<file path="config.mk">
export PLATFORM = sky130hd
export DESIGN_NAME = mbx_rx_endpoint_flat
export DESIGN_NICKNAME = d
export VERILOG_FILES = /design/src/rtl/mbx_rx_pkg.sv /design/src/rtl/mbx_rx_endpoint_if.sv /design/src/rtl/mbx_rx_fifo.sv /design/src/rtl/mbx_rx_endpoint.sv /design/src/flat_wrapper.sv
export SDC_FILE = /design/constraint.sdc
export NUM_CORES = 1
export LEC_CHECK = 0
export ABC_CLOCK_PERIOD_IN_PS = 5650
export BUFFER_PORTS_ARGS = -buffer_cell sky130_fd_sc_hd__buf_2
export CORE_AREA = 5 5 65 67
export CTS_CLUSTER_DIAMETER = 200
export DETAILED_ROUTE_END_ITERATION = 16
export DIE_AREA = 0 0 70 72
export GPL_ROUTABILITY_DRIVEN = 0
export PLACE_DENSITY = 0.83
export SLEW_MARGIN = 20
export SYNTH_ARGS = -nofsm -noshare
export SYNTH_HDL_FRONTEND = slang
export SYNTH_SLANG_ARGS = --single-unit
</file>
<file path="constraint.sdc">
create_clock -name clk -period 5.65 [get_ports clk]
set_clock_uncertainty 0.1 [all_clocks]
set_input_delay 0.565 -clock clk [delete_from_list [all_inputs] [get_ports clk]]
set_output_delay 0.565 -clock clk [all_outputs]
set_load 0.005 [all_outputs]
</file>
<file path="src/rtl/mbx_rx_pkg.sv">
// Shared types for the mailbox receive endpoint: FSM state encoding and
// the FIFO pointer-width helper.
package mbx_rx_pkg;

   typedef enum logic [1:0] {
      IDLE  = 2'd0,
      RECV  = 2'd1,
      DRAIN = 2'd2,
      DONE  = 2'd3
   } state_t;

   // Pointers carry one extra wrap bit so full and empty can be told apart.
   function automatic int ptr_width(input int depth);
      return $clog2(depth) + 1;
   endfunction

endpackage

</file>
<file path="src/rtl/mbx_rx_endpoint_if.sv">
// Producer-side acknowledge handshake and downstream valid/ready sink,
// bundled for the mailbox receive endpoint.
interface mbx_rx_endpoint_if #(
   parameter int DW = 8
);
   logic          gen_valid_i;
   logic [DW-1:0] gen_data_i;
   logic          gen_next_o;
   logic          drv_valid_o;
   logic [DW-1:0] drv_data_o;
   logic          drv_ready_i;

   modport master (
      output gen_valid_i, gen_data_i, drv_ready_i,
      input  gen_next_o, drv_valid_o, drv_data_o
   );

   modport slave (
      input  gen_valid_i, gen_data_i, drv_ready_i,
      output gen_next_o, drv_valid_o, drv_data_o
   );
endinterface

</file>
<file path="src/rtl/mbx_rx_fifo.sv">
// Show-ahead synchronous FIFO, DEPTH x DW. Full/empty come from the
// pre-pop pointers: a push while full is dropped, a pop while empty is ignored.
module mbx_rx_fifo
   import mbx_rx_pkg::*;
#(
   parameter int DW    = 8,
   parameter int DEPTH = 4
) (
   input  logic          clk,
   input  logic          rst,
   input  logic          push,
   input  logic [DW-1:0] wdata,
   input  logic          pop,
   output logic [DW-1:0] head,
   output logic          full,
   output logic          empty
);
   localparam int PW = ptr_width(DEPTH);
   localparam int AW = PW - 1;

   logic [DW-1:0] mem [DEPTH];
   logic [PW-1:0] wr_ptr;
   logic [PW-1:0] rd_ptr;
   logic          do_push;
   logic          do_pop;

   assign full    = (wr_ptr[AW] != rd_ptr[AW]) && (wr_ptr[AW-1:0] == rd_ptr[AW-1:0]);
   assign empty   = (wr_ptr == rd_ptr);
   assign do_push = push && !full;
   assign do_pop  = pop && !empty;
   assign head    = mem[rd_ptr[AW-1:0]];

   // Storage array; contents are don't-care until written, so no reset.
   always_ff @(posedge clk) begin
      if (do_push) mem[wr_ptr[AW-1:0]] <= wdata;
   end

   // Pointer update; reset discards whatever was buffered.
   always_ff @(posedge clk or posedge rst) begin
      if (rst) begin
         wr_ptr <= '0;
         rd_ptr <= '0;
      end else begin
         if (do_push) wr_ptr <= wr_ptr + PW'(1);
         if (do_pop)  rd_ptr <= rd_ptr + PW'(1);
      end
   end
endmodule

</file>
<file path="src/rtl/mbx_rx_endpoint.sv">
// Mailbox receive endpoint: accepts NUM_ITEMS words from a producer with a
// one-cycle acknowledge per word, buffers them and forwards to a valid/ready
// sink, then pulses done_o once everything has drained.
// Optional build macro MBX_RX_TIMEOUT_EN adds an idle timeout in RECV.
//
// state | meaning
// IDLE  | waiting for start_i
// RECV  | accepting producer words
// DRAIN | all words in (or timed out), waiting for the FIFO to empty
// DONE  | one-cycle completion, done_o high
module mbx_rx_endpoint
   import mbx_rx_pkg::*;
#(
   parameter int DW        = 8,
   parameter int DEPTH     = 4,
   parameter int NUM_ITEMS = 10,
   parameter int CW        = $clog2(NUM_ITEMS + 1)
`ifdef MBX_RX_TIMEOUT_EN
   , parameter int TIMEOUT = 64
`endif
) (
   input  logic                 clk,
   input  logic                 rst,
   input  logic                 start_i,
   mbx_rx_endpoint_if.slave     bus,
   output logic [CW-1:0]        rcv_count_o,
   output logic                 busy_o,
   output logic                 done_o
`ifdef MBX_RX_TIMEOUT_EN
   , output logic               timeout_o
`endif
);
   state_t state;
   logic   fifo_full;
   logic   fifo_empty;
   logic   accept;

   // The !gen_next_o term keeps a held word from being taken twice.
   assign accept = (state == RECV) && bus.gen_valid_i && !fifo_full && !bus.gen_next_o;
   assign bus.drv_valid_o = !fifo_empty;

   mbx_rx_fifo #(
      .DW    (DW),
      .DEPTH (DEPTH)
   ) u_fifo (
      .clk   (clk),
      .rst   (rst),
      .push  (accept),
      .wdata (bus.gen_data_i),
      .pop   (bus.drv_ready_i),
      .head  (bus.drv_data_o),
      .full  (fifo_full),
      .empty (fifo_empty)
   );

`ifdef MBX_RX_TIMEOUT_EN
   localparam int TW = $clog2(TIMEOUT + 1);
   logic [TW-1:0] idle_cnt;
`endif

   // Sequencer FSM with registered acknowledge, status and item count.
   always_ff @(posedge clk or posedge rst) begin
      if (rst) begin
         state          <= IDLE;
         bus.gen_next_o <= 1'b0;
         busy_o         <= 1'b0;
         done_o         <= 1'b0;
         rcv_count_o    <= '0;
`ifdef MBX_RX_TIMEOUT_EN
         timeout_o      <= 1'b0;
         idle_cnt       <= '0;
`endif
      end else begin
         bus.gen_next_o <= accept;
         done_o         <= 1'b0;
`ifdef MBX_RX_TIMEOUT_EN
         timeout_o      <= 1'b0;
`endif
         case (state)
            IDLE: begin
               if (start_i) begin
                  state       <= RECV;
                  busy_o      <= 1'b1;
                  rcv_count_o <= '0;
`ifdef MBX_RX_TIMEOUT_EN
                  idle_cnt    <= '0;
`endif
               end
            end
            RECV: begin
               if (accept) begin
                  rcv_count_o <= rcv_count_o + CW'(1);
                  if (rcv_count_o == CW'(NUM_ITEMS - 1)) state <= DRAIN;
`ifdef MBX_RX_TIMEOUT_EN
                  idle_cnt    <= '0;
               end else if (idle_cnt == TW'(TIMEOUT - 1)) begin
                  timeout_o   <= 1'b1;
                  state       <= DRAIN;
               end else begin
                  idle_cnt    <= idle_cnt + TW'(1);
`endif
               end
            end
            DRAIN: begin
               if (fifo_empty) begin
                  state  <= DONE;
                  busy_o <= 1'b0;
                  done_o <= 1'b1;
               end
            end
            DONE: begin
               state <= IDLE;
            end
            default: state <= IDLE;
         endcase
      end
   end
endmodule

</file>
<file path="src/flat_wrapper.sv">
// flat-port wrapper written by rule: the top's interface ports become plain ports
module mbx_rx_endpoint_flat import mbx_rx_pkg::*;
#(
   parameter int DW        = 8,
   parameter int DEPTH     = 4,
   parameter int NUM_ITEMS = 10,
   parameter int CW        = $clog2(NUM_ITEMS + 1)

)
  (clk, rst, start_i, rcv_count_o, busy_o, done_o, bus_gen_valid_i, bus_gen_data_i, bus_drv_ready_i, bus_gen_next_o, bus_drv_valid_o, bus_drv_data_o);
  mbx_rx_endpoint_if #(.DW(DW)) bus_i ();
  input  logic clk;
  input  logic rst;
  input  logic start_i;
  output logic [CW-1:0] rcv_count_o;
  output logic busy_o;
  output logic done_o;
  input wire logic [$bits(bus_i.gen_valid_i)-1:0] bus_gen_valid_i;
  input wire logic [$bits(bus_i.gen_data_i)-1:0] bus_gen_data_i;
  input wire logic [$bits(bus_i.drv_ready_i)-1:0] bus_drv_ready_i;
  output wire logic [$bits(bus_i.gen_next_o)-1:0] bus_gen_next_o;
  output wire logic [$bits(bus_i.drv_valid_o)-1:0] bus_drv_valid_o;
  output wire logic [$bits(bus_i.drv_data_o)-1:0] bus_drv_data_o;
  assign bus_i.gen_valid_i = bus_gen_valid_i;
  assign bus_i.gen_data_i = bus_gen_data_i;
  assign bus_i.drv_ready_i = bus_drv_ready_i;
  assign bus_gen_next_o = bus_i.gen_next_o;
  assign bus_drv_valid_o = bus_i.drv_valid_o;
  assign bus_drv_data_o = bus_i.drv_data_o;
  mbx_rx_endpoint #(.DW(DW), .DEPTH(DEPTH), .NUM_ITEMS(NUM_ITEMS), .CW(CW)) u_core (.clk(clk), .rst(rst), .start_i(start_i), .bus(bus_i), .rcv_count_o(rcv_count_o), .busy_o(busy_o), .done_o(done_o));
endmodule
</file>
==> results.tsv, run 1 <==
metric	value	unit
status	finished, final reports clean	
drtIter0Drc	70	
ys_ff_latch	47	
cts.sink_count	47	
diodes	0	
worst_setup_path_start_kind	register	
fp-row-count	22	
grt_pass1_vias	1167	
dpl-instance-area	0.002255	mm²
netlist_area	0.002086	mm²
yosysSeqAreaShare	64.07	%
min_path_type	in2async	
die_w	70	µm
initial_core_util	58.29	%
cts_resized	0	
syn_area_per_cell	15.57	µm²
nNetsFinal	188	
rsz0062_at_grt	no	
synth_fa_ha_area_share	6.599	%
p_leak	0.9362	nW
cts.clk_slew.worst_paths	0.13	ns
slew_headroom	52.05	%
ff2ff_setup_slack	2.82	ns
tns	0	ns
highest_layer	met4	
layout_setup_ws	2.822	ns
ios	29	
syn_nets	158	
first_pass_iters	4	
portBuffers	28	
finalSetupViolCount	0	
vias	1163	
dieArea	0.005040	mm²
m1WireLength	1583	µm
period_share	50.06	%
critical_path.cell_chain	xnor2_1 -> a311oi_2 -> nand4b_1 -> a221oi_2 -> mux2_1	
synthMuxAreaShare	10.68	%
worst-path-buf-inv	0	
layout-drive-gt1-share	28.48	%
synthXorXnorAreaFrac	2.939	%
design_area	0.002338	mm²
power.density	483.4	mW/mm²
maxSlewViolCount	0	
cts-hold-fix-buffers	0	
clockRootBuffer	clkbuf_4	
hpwl	2562	µm
wl_per_cell	16.66	µm
ctsHtreeMaxLevel	2	
synth_compound_area_share	5.459	%
grt-ovfl-total	0	
drc	0	
critical_path_peak_fanout	12	
viasPerCell	5.460	
routed_wl	3548	µm
fmax	0.3536	GHz
cts_setup_buffers	0	
slowest_delay	0.76	ns
hold_violations	0	
wl_met3	185	µm
synth_top_family_by_area	multiplexers	
critPathKind	reg2reg	
crit_path_end_kind	register	
synth_warnings	0	
synthSimpleGateAreaFrac	6.779	%
required	5.80	ns
wl_met2	1703	µm
insertion_delay	0.36	ns
max-vdd-ir-drop	305.0	µV
post-place-ws	2.831	ns
drtAntennaViolNets	0	
tightest_slew	0.7192	ns
r2r_start	u_core.u_fifo.rd_ptr[0]	
area_growth	12.12	%
max_cap_viol_count	0	
antenna_found_initial	0	
synth.distinct_cells	35	
cp_slowest_cell	dfrtp_1	
grt_max_degree	17	
grt_pass1_wl	5802	µm
reg2reg_depth	5	
cts.path.max_buffers	2	
die_h	72	µm
period_minus_slack	2.828	ns
gr-usage-all-layers	15.27	%
cts_buffers	5	
crit_family	compound AO/OA/AOI/OAI gates	
syn_inst	134	
arrival	2.98	ns
cts_tree	built	
core	0.003578	mm²
reg2reg_to	u_core.state[1]	
[where the power goes]
group / internal [mW] / total [mW] / switching [mW]
Clock: 0.0946 / 0.203 / 0.108
Sequential: 0.438 / 0.519 / 0.0810
Combinational: 0.206 / 0.409 / 0.203
[final cells by class]
class | count | area, µm²
inverter | 11 | 41.29
clock inverter | 3 | 46.29
tap | 48 | 60.06
timing repair buffer | 28 | 140.1
sequential | 47 | 1336
fill | 268 | 1240
clock buffer | 5 | 37.54
multi-input combinational | 71 | 676.9
[synth_stat cells]
cell type | count | area (µm²)
o311ai_0 | 1 | 8.760
buf_2 | 1 | 5.000
nand4b_1 | 1 | 8.760
dfrtp_1 | 15 | 375.4
nand2_1 | 6 | 22.52
o21ai_0 | 7 | 35.03
or4_1 | 1 | 7.510
ha_1 | 11 | 137.6
inv_1 | 11 | 41.29
nand2b_1 | 1 | 6.260
nand3b_1 | 1 | 7.510
buf_4 | 1 | 7.510
and2_1 | 2 | 12.51
a32oi_1 | 1 | 8.760
nor4_1 | 1 | 6.260
a221oi_2 | 1 | 15.01
xnor2_1 | 5 | 43.79
a22oi_1 | 1 | 7.510
nor2b_1 | 1 | 6.260
a2bb2oi_1 | 1 | 8.760
nand4_1 | 2 | 12.51
mux2_2 | 1 | 11.26
a311o_1 | 1 | 10.01
nand3_1 | 3 | 15.01
mux2i_1 | 2 | 20.02
nor2_1 | 3 | 11.26
clkbuf_1 | 2 | 7.510
buf_6 | 1 | 11.26
a21oi_1 | 1 | 5.000
mux4_2 | 8 | 180.2
a311oi_2 | 1 | 15.01
edfxtp_1 | 32 | 960.9
xor2_1 | 2 | 17.52
and3_1 | 4 | 25.02
mux2_1 | 1 | 11.26
[through the flow]
step	hold slack [ns]	total power, mW	utilization (%)	instances
2_1_floorplan	0.3607	0.8176	-	134
3_3_place_gp	0.3770	0.9123	63.01	205
3_5_place_dp	0.3841	0.9378	63.01	205
4_1_cts	0.1484	1.140	65.35	213
5_1_grt	0.1596	1.212	65.35	213
6_report	0.1380	1.131	65.35	213
[layer usage]
layer	up-vias	track usage [%]
met5	-	0
met4	0	6.383
met3	7	4.709
met2	37	23.61
met1	556	20.26
li1	563	-
[how the worst max path moves through the flow]
stage	from	end	slack [ns]	cells after the start
after global routing	u_core.u_fifo.rd_ptr[0]	u_core.state[1]	2.60	5
after detailed placement	u_core.u_fifo.rd_ptr[0]	u_core.state[1]	2.83	5
final	u_core.u_fifo.rd_ptr[0]	u_core.state[1]	2.82	5
after global placement	u_core.u_fifo.rd_ptr[0]	u_core.state[1]	2.94	5
after CTS	u_core.u_fifo.rd_ptr[0]	u_core.state[1]	2.80	5
after floorplan	u_core.u_fifo.rd_ptr[0]	u_core.state[1]	3.63	6
[state kept, by name, indices dropped and copies added (netlist names)]
register / cells
u_core.bus.gen_next_o: 1
u_core.busy_o: 1
u_core.done_o: 1
u_core.rcv_count_o: 4
u_core.state: 2
u_core.u_fifo.mem: 32
u_core.u_fifo.rd_ptr: 3
u_core.u_fifo.wr_ptr: 3
[placed cells by master, fill, tap and decap left out, types with 4 or more instances in the layout]
master,instances
nand2_1,6
o21ai_0,7
clkbuf_4,5
xnor2_1,5
mux4_2,8
dfrtp_1,15
buf_2,28
inv_1,11
ha_1,11
and3_1,4
edfxtp_1,32
[logic make-up after synthesis]
kind of cell	after synthesis
compound gates	15
xor+xnor	7
fa+ha+maj	11
buf+inv	16
flops	47
mux	12
simple gates	26
Note: power is estimated with default switching activity, not from simulation.
==> inputs of run 2 (changes only) <==
--- a/config.mk
+++ b/config.mk
@@ -5,14 +5,14 @@
 export SDC_FILE = /design/constraint.sdc
 export NUM_CORES = 1
 export LEC_CHECK = 0
-export ABC_CLOCK_PERIOD_IN_PS = 5650
+export ABC_CLOCK_PERIOD_IN_PS = 2780
 export BUFFER_PORTS_ARGS = -buffer_cell sky130_fd_sc_hd__buf_2
-export CORE_AREA = 5 5 65 67
+export CORE_AREA = 5 5 68 70
 export CTS_CLUSTER_DIAMETER = 200
 export DETAILED_ROUTE_END_ITERATION = 16
-export DIE_AREA = 0 0 70 72
+export DIE_AREA = 0 0 73 75
 export GPL_ROUTABILITY_DRIVEN = 0
-export PLACE_DENSITY = 0.83
+export PLACE_DENSITY = 0.76
 export SLEW_MARGIN = 20
 export SYNTH_ARGS = -nofsm -noshare
 export SYNTH_HDL_FRONTEND = slang
==> constraint.sdc (replaced) <==
create_clock -name clk -period 2.78 [get_ports clk]
set_clock_uncertainty 0.1 [all_clocks]
set_input_delay 0.278 -clock clk [delete_from_list [all_inputs] [get_ports clk]]
set_output_delay 0.278 -clock clk [all_outputs]
set_load 0.005 [all_outputs]
==> results.tsv, run 2 (synthesis gave the netlist of run 1 again) <==
metric	value	unit
status	finished, final reports clean	
cp_slowest_cell	dfrtp_1	
power.density	1011	mW/mm²
hpwl	2773	µm
ios	29	
cts.clk_slew.worst_paths	0.08	ns
maxSlewViolCount	0	
grt_pass1_vias	1249	
layout-drive-gt1-share	29.59	%
period_share	73.47	%
mostFrequentLayoutCells	32 x edfxtp_1, 28 x buf_2, 15 x dfrtp_1	
nNetsFinal	192	
cts.sink_count	47	
worst_setup_path_start_kind	register	
gr-usage-all-layers	14.96	%
power_frac_seq	41.1	%
slowest_delay	0.43	ns
power.share.clock	20.2	%
cts_buffers	5	
hold_ws	0.09646	ns
first_pass_iters	4	
period_minus_slack	2.042	ns
die_h	75	µm
antenna_found_initial	0	
tns	0	ns
clockRootBuffer	clkbuf_8	
largest_register_ffs	32	
cts_resized	0	
rsz0062_at_grt	no	
wl_per_cell	17.16	µm
dieArea	0.005475	mm²
cts.path.max_buffers	2	
fmax	0.4896	GHz
portBuffers	28	
power_switching	0.8206	mW
cts_tree	built	
viasPerCell	5.452	
critical_path.cell_chain	xnor2_1 -> a311oi_2 -> nand4b_1 -> a221oi_2 -> mux2_1	
die_w	73	µm
ctsHtreeMaxLevel	2	
fp-row-count	23	
required	2.86	ns
drc	0	
drtAntennaViolNets	0	
critical_path_peak_fanout	4	
comb_power_share	38.7	%
grt_max_degree	17	
arrival	2.12	ns
finalSetupViolCount	0	
area_growth	15.18	%
diodes	0	
max-vdd-ir-drop	837.1	µV
routed_wl	3758	µm
worst-path-buf-inv	0	
tightest_slew	0.5909	ns
max_cap_viol_count	0	
grt_pass1_wl	6141	µm
vias	1194	
slew_headroom	60.56	%
crit_family	compound AO/OA/AOI/OAI gates	
min_path_type	in2reg	
grt-ovfl-total	0	
core	0.003914	mm²
critPathKind	reg2reg	
final_common_cell	edfxtp_1	
drtIter0Drc	69	
p_leak	0.9713	nW
p_int	1.608	mW
insertion_delay	0.30	ns
swShare	33.79	%
initial_core_util	53.29	%
hold_violations	0	
crit_path_end_kind	register	
==> run 2: cell count changes in the layout (fill, tap and decap cells not counted), sizes merged <==
cell,change
buf,+3
clkinv,+2
clkinvlp,-1
dlygate4sd3,+1
inv,-1
==> run 2: cell type report <==
cell class | count | area, µm²
fillers | 304 | 1511
flip-flops and latches | 47 | 1336
multi-input cells | 71 | 676.9
repair buffers | 32 | 172.7
clock buffers | 5 | 68.82
well taps | 50 | 62.56
clock inverters | 3 | 43.79
inverters | 11 | 41.29
==> run 2: worst paths after layout <==
path / from / endpoint / slack, ns / cells after the start
worst max-delay path: u_core.u_fifo.wr_ptr[0] / u_core.state[1] / 0.74 / 5
worst min-delay path: bus_gen_data_i[2] / u_core.u_fifo.mem[1][2] / 0.1 / 1
worst max register to register: u_core.u_fifo.wr_ptr[0] / u_core.state[1] / 0.74 / 5
worst min register to register: u_core.u_fifo.wr_ptr[2] / u_core.u_fifo.wr_ptr[2] / 0.41 / 1
max in group asynchronous: rst / u_core.rcv_count_o[2] / 1.71 / 3
min in group asynchronous: rst / u_core.u_fifo.rd_ptr[2] / 0.48 / 3
==> run 2: power groups by stage <==
stage                     clock, mW  combinational [mW]  sequential, mW
final                         0.491               0.940           0.998
after global routing          0.529                1.05            1.01
after CTS                     0.501               0.951           0.996
after detailed placement          0               0.944            1.01
after global placement            0               0.904           0.998
after floorplan                   0               0.675           0.987
==> run 2: layer usage <==
metal	share of wire, %	GRT usage (%)	vias to the layer above	wire (µm)
li1	-	-	564	-
met1	42	19.48	596	1597
met2	52	24.73	29	1936
met3	4.9	3.872	5	186
met4	1.0	4.713	0	39
met5	0	0	-	0
==> run 2: metrics by stage <==
step / worst slack, ns / total power [mW] / cell area [µm²] / instances / util [%]
2_1_floorplan: 0.7630 / 1.662 / 2086 / 134 / -
3_3_place_gp: 0.8185 / 1.902 / 2280 / 210 / 58.25
3_5_place_dp: 0.7576 / 1.953 / 2280 / 210 / 58.25
4_1_cts: 0.7472 / 2.449 / 2402 / 219 / 61.38
5_1_grt: 0.6361 / 2.587 / 2402 / 219 / 61.38
6_report: 0.7376 / 2.429 / 2402 / 219 / 61.38
==> run 2: timing repair <==
action,4_1_cts,5_1_grt
buffers inserted,0,0
hold endpoints to repair,15,0
hold buffers,1,0
setup endpoints to repair,0,0
==> inputs of run 3 (changes only) <==
--- a/config.mk
+++ b/config.mk
@@ -5,14 +5,15 @@
 export SDC_FILE = /design/constraint.sdc
 export NUM_CORES = 1
 export LEC_CHECK = 0
-export ABC_CLOCK_PERIOD_IN_PS = 2780
+export ABC_AREA = 1
+export ABC_CLOCK_PERIOD_IN_PS = 2100
 export BUFFER_PORTS_ARGS = -buffer_cell sky130_fd_sc_hd__buf_2
-export CORE_AREA = 5 5 68 70
+export CORE_AREA = 5 5 69 71
 export CTS_CLUSTER_DIAMETER = 200
 export DETAILED_ROUTE_END_ITERATION = 16
-export DIE_AREA = 0 0 73 75
+export DIE_AREA = 0 0 74 76
 export GPL_ROUTABILITY_DRIVEN = 0
-export PLACE_DENSITY = 0.76
+export PLACE_DENSITY = 0.78
 export SLEW_MARGIN = 20
 export SYNTH_ARGS = -nofsm -noshare
 export SYNTH_HDL_FRONTEND = slang
==> constraint.sdc (replaced) <==
create_clock -name clk -period 2.1 [get_ports clk]
set_clock_uncertainty 0.1 [all_clocks]
set_input_delay 0.21 -clock clk [delete_from_list [all_inputs] [get_ports clk]]
set_output_delay 0.21 -clock clk [all_outputs]
set_load 0.005 [all_outputs]
==> results.tsv, run 3 <==
metric	value	unit
yosysSeqAreaShare	59.93	%
slowest_delay	0.56	ns
largest_register_ffs	32	
syn_area_per_cell	11.67	µm²
cts_tree	built	
syn_nets	215	
fmax	0.5357	GHz
fp-row-count	24	
holdPathStages	1	
drtIter0Drc	103	
yosys-top-cells-area	edfxtp_1 43%, dfrtp_1 17%, ha_1 6.2%	
antenna_found_initial	0	
first_pass_iters	4	
finalSetupViolCount	0	
min_path_type	in2reg	
core	0.004174	mm²
ff2ff_setup_slack	0.39	ns
ys_ff_latch	47	
cts_resized	0	
area_growth	13.52	%
post-place-ws	0.4128	ns
vias	1482	
p_leak	1.074	nW
tns	0	ns
grt_max_degree	19	
synthFlopType	edfxtp_1	
die_h	76	µm
netlist_area	0.002230	mm²
routed_wl	4275	µm
arrival	1.56	ns
synthTopCellsByCount	32 x edfxtp_1, 25 x nor2_1, 22 x nand2_1	
rsz0062_at_grt	no	
wl_per_cell	15.27	µm
cts_buffers	5	
dp_cells	271	
min_to	u_core.u_fifo.mem[2][6]	
synth.distinct_cells	28	
tightest_slew	0.5718	ns
status	finished, final reports clean	
design_area	0.002531	mm²
async_reset_ff_share	31.91	%
hold_ws	0.05009	ns
cts.path.max_buffers	2	
cts.sink_count	47	
hpwl	3156	µm
initial_core_util	53.42	%
mostFrequentLayoutCells	32 x edfxtp_1, 28 x buf_2, 25 x nor2_1	
period_minus_slack	1.867	ns
grt_pass1_vias	1405	
cts.clk_slew.worst_paths	0.09	ns
layout_setup_ws	0.2333	ns
gr-usage-all-layers	17.17	%
fillers	340	
ctsHtreeMaxLevel	2	
dieArea	0.005624	mm²
maxSlewViolCount	0	
reg2reg_depth	6	
power.density	1334	mW/mm²
grt_pass1_wl	7148	µm
critical_path_peak_fanout	14	
yosysTopAreaCellShare	43.10	%
worst_setup_path_start_kind	register	
viasPerCell	5.293	
cp_slowest_cell	dfrtp_1	
final_cell_count_no_fill	280	
syn_inst	191	
diodes	0	
synth-edff-count	32	
yosys.area.top_type	edfxtp_1	
period_share	88.89	%
dpl-instance-area	0.002432	mm²
clockRootBuffer	clkbuf_8	
reg2reg_to	u_core.u_fifo.mem[3][4]	
critPathKind	reg2out	
insertion_delay	0.30	ns
hold_violations	0	
die_w	74	µm
final_common_cell	edfxtp_1	
portBuffers	28	
nNetsFinal	251	
grt-ovfl-total	0	
drc	0	
yosysMostFrequentCell	edfxtp_1	
ios	29	
required	1.79	ns
max-vdd-ir-drop	660.7	µV
synth_warnings	0	
r2r_start	u_core.u_fifo.rd_ptr[1]	
slew_headroom	61.84	%
critical_path.cell_chain	buf_4 -> o21ai_0 -> o22ai_1 -> buf_2	
layout-drive-gt1-share	26.32	%
drtAntennaViolNets	0	
max_cap_viol_count	0	
hold_path.startpoint	bus_gen_data_i[6]	
crit_path_end_kind	primary output	
==> run 3: cell count changes in the layout (fill, tap and decap cells not counted), sizes merged, moves of 3 or more <==
cell,change
and3,-4
o21ai,+15
xnor2,-5
nor2,+24
xor2,+3
mux4,-8
inv,+11
nand2,+26
o22ai,+8
==> run 3: cell type report <==
type / count / area [µm²] / share of cell area, %
Clock buffer: 6 / 72.57 / 2.867
Sequential cell: 47 / 1336 / 52.79
Tap cell: 52 / 65.06 / 2.570
Inverter: 21 / 93.84 / 3.707
Clock inverter: 2 / 16.27 / 0.6426
Multi-Input combinational cell: 118 / 759.5 / 30.00
Timing Repair Buffer: 34 / 187.7 / 7.415
==> run 3: worst max path at each step <==
stage	endpoint	start	slack, ns	cells after the start
floorplan	u_core.u_fifo.mem[2][0]	u_core.state[1]	0.21	7
global placement	u_core.u_fifo.mem[2][2]	u_core.u_fifo.rd_ptr[1]	0.47	7
detailed placement	u_core.u_fifo.mem[2][2]	u_core.u_fifo.rd_ptr[1]	0.41	7
CTS	bus_drv_data_o[1]	u_core.u_fifo.rd_ptr[0]	0.23	4
global route	bus_drv_data_o[7]	u_core.u_fifo.rd_ptr[0]	0.11	4
finish	bus_drv_data_o[2]	u_core.u_fifo.rd_ptr[0]	0.23	4
==> run 3: per-stage QoR <==
step / power, mW / util (%)
floorplan: 2.464 / -
global placement: 2.817 / 58.27
detailed placement: 2.855 / 58.27
CTS: 3.399 / 60.64
global route: 3.644 / 60.64
finish: 3.376 / 60.64
==> run 3: power breakdown <==
| group | internal [mW] | switching [mW] |
|---|---|---|
| registers | 1.17 | 0.185 |
| clock network | 0.239 | 0.310 |
| logic | 0.577 | 0.897 |
| total | 1.98 | 1.39 |
==> run 3: logic make-up after synthesis <==
family	synth area share [%]
DFF	59.93
and+or+nand+nor	17.23
AOI/OAI and AO/OA	8.698
xor gates and xnor gates	1.964
adders and majority gates	6.173
buffers and inverters	6.004
==> run 3: what timing repair did <==
item,4_1_cts,5_1_grt
buffers inserted,0,0
hold buffers,1,0
endpoints found under the hold margin,15,0
setup endpoints to repair,0,0
==> run 3: metal layers <==
metal / share of wire (%) / GRT usage (%)
met3: 8.0 / 4.881
met1: 45 / 25.79
met4: 1.8 / 7.065
met5: 0 / 0
met2: 45 / 23.14
==> run 3: worst max-delay path, delay by kind of cell, from the launching register on <==
| kind | cells | cell delay [ns] |
|---|---|---|
| AO/OA/AOI/OAI | 2 | 0.30 |
| buffers and inverters | 2 | 0.40 |
| flip-flops | 1 | 0.56 |
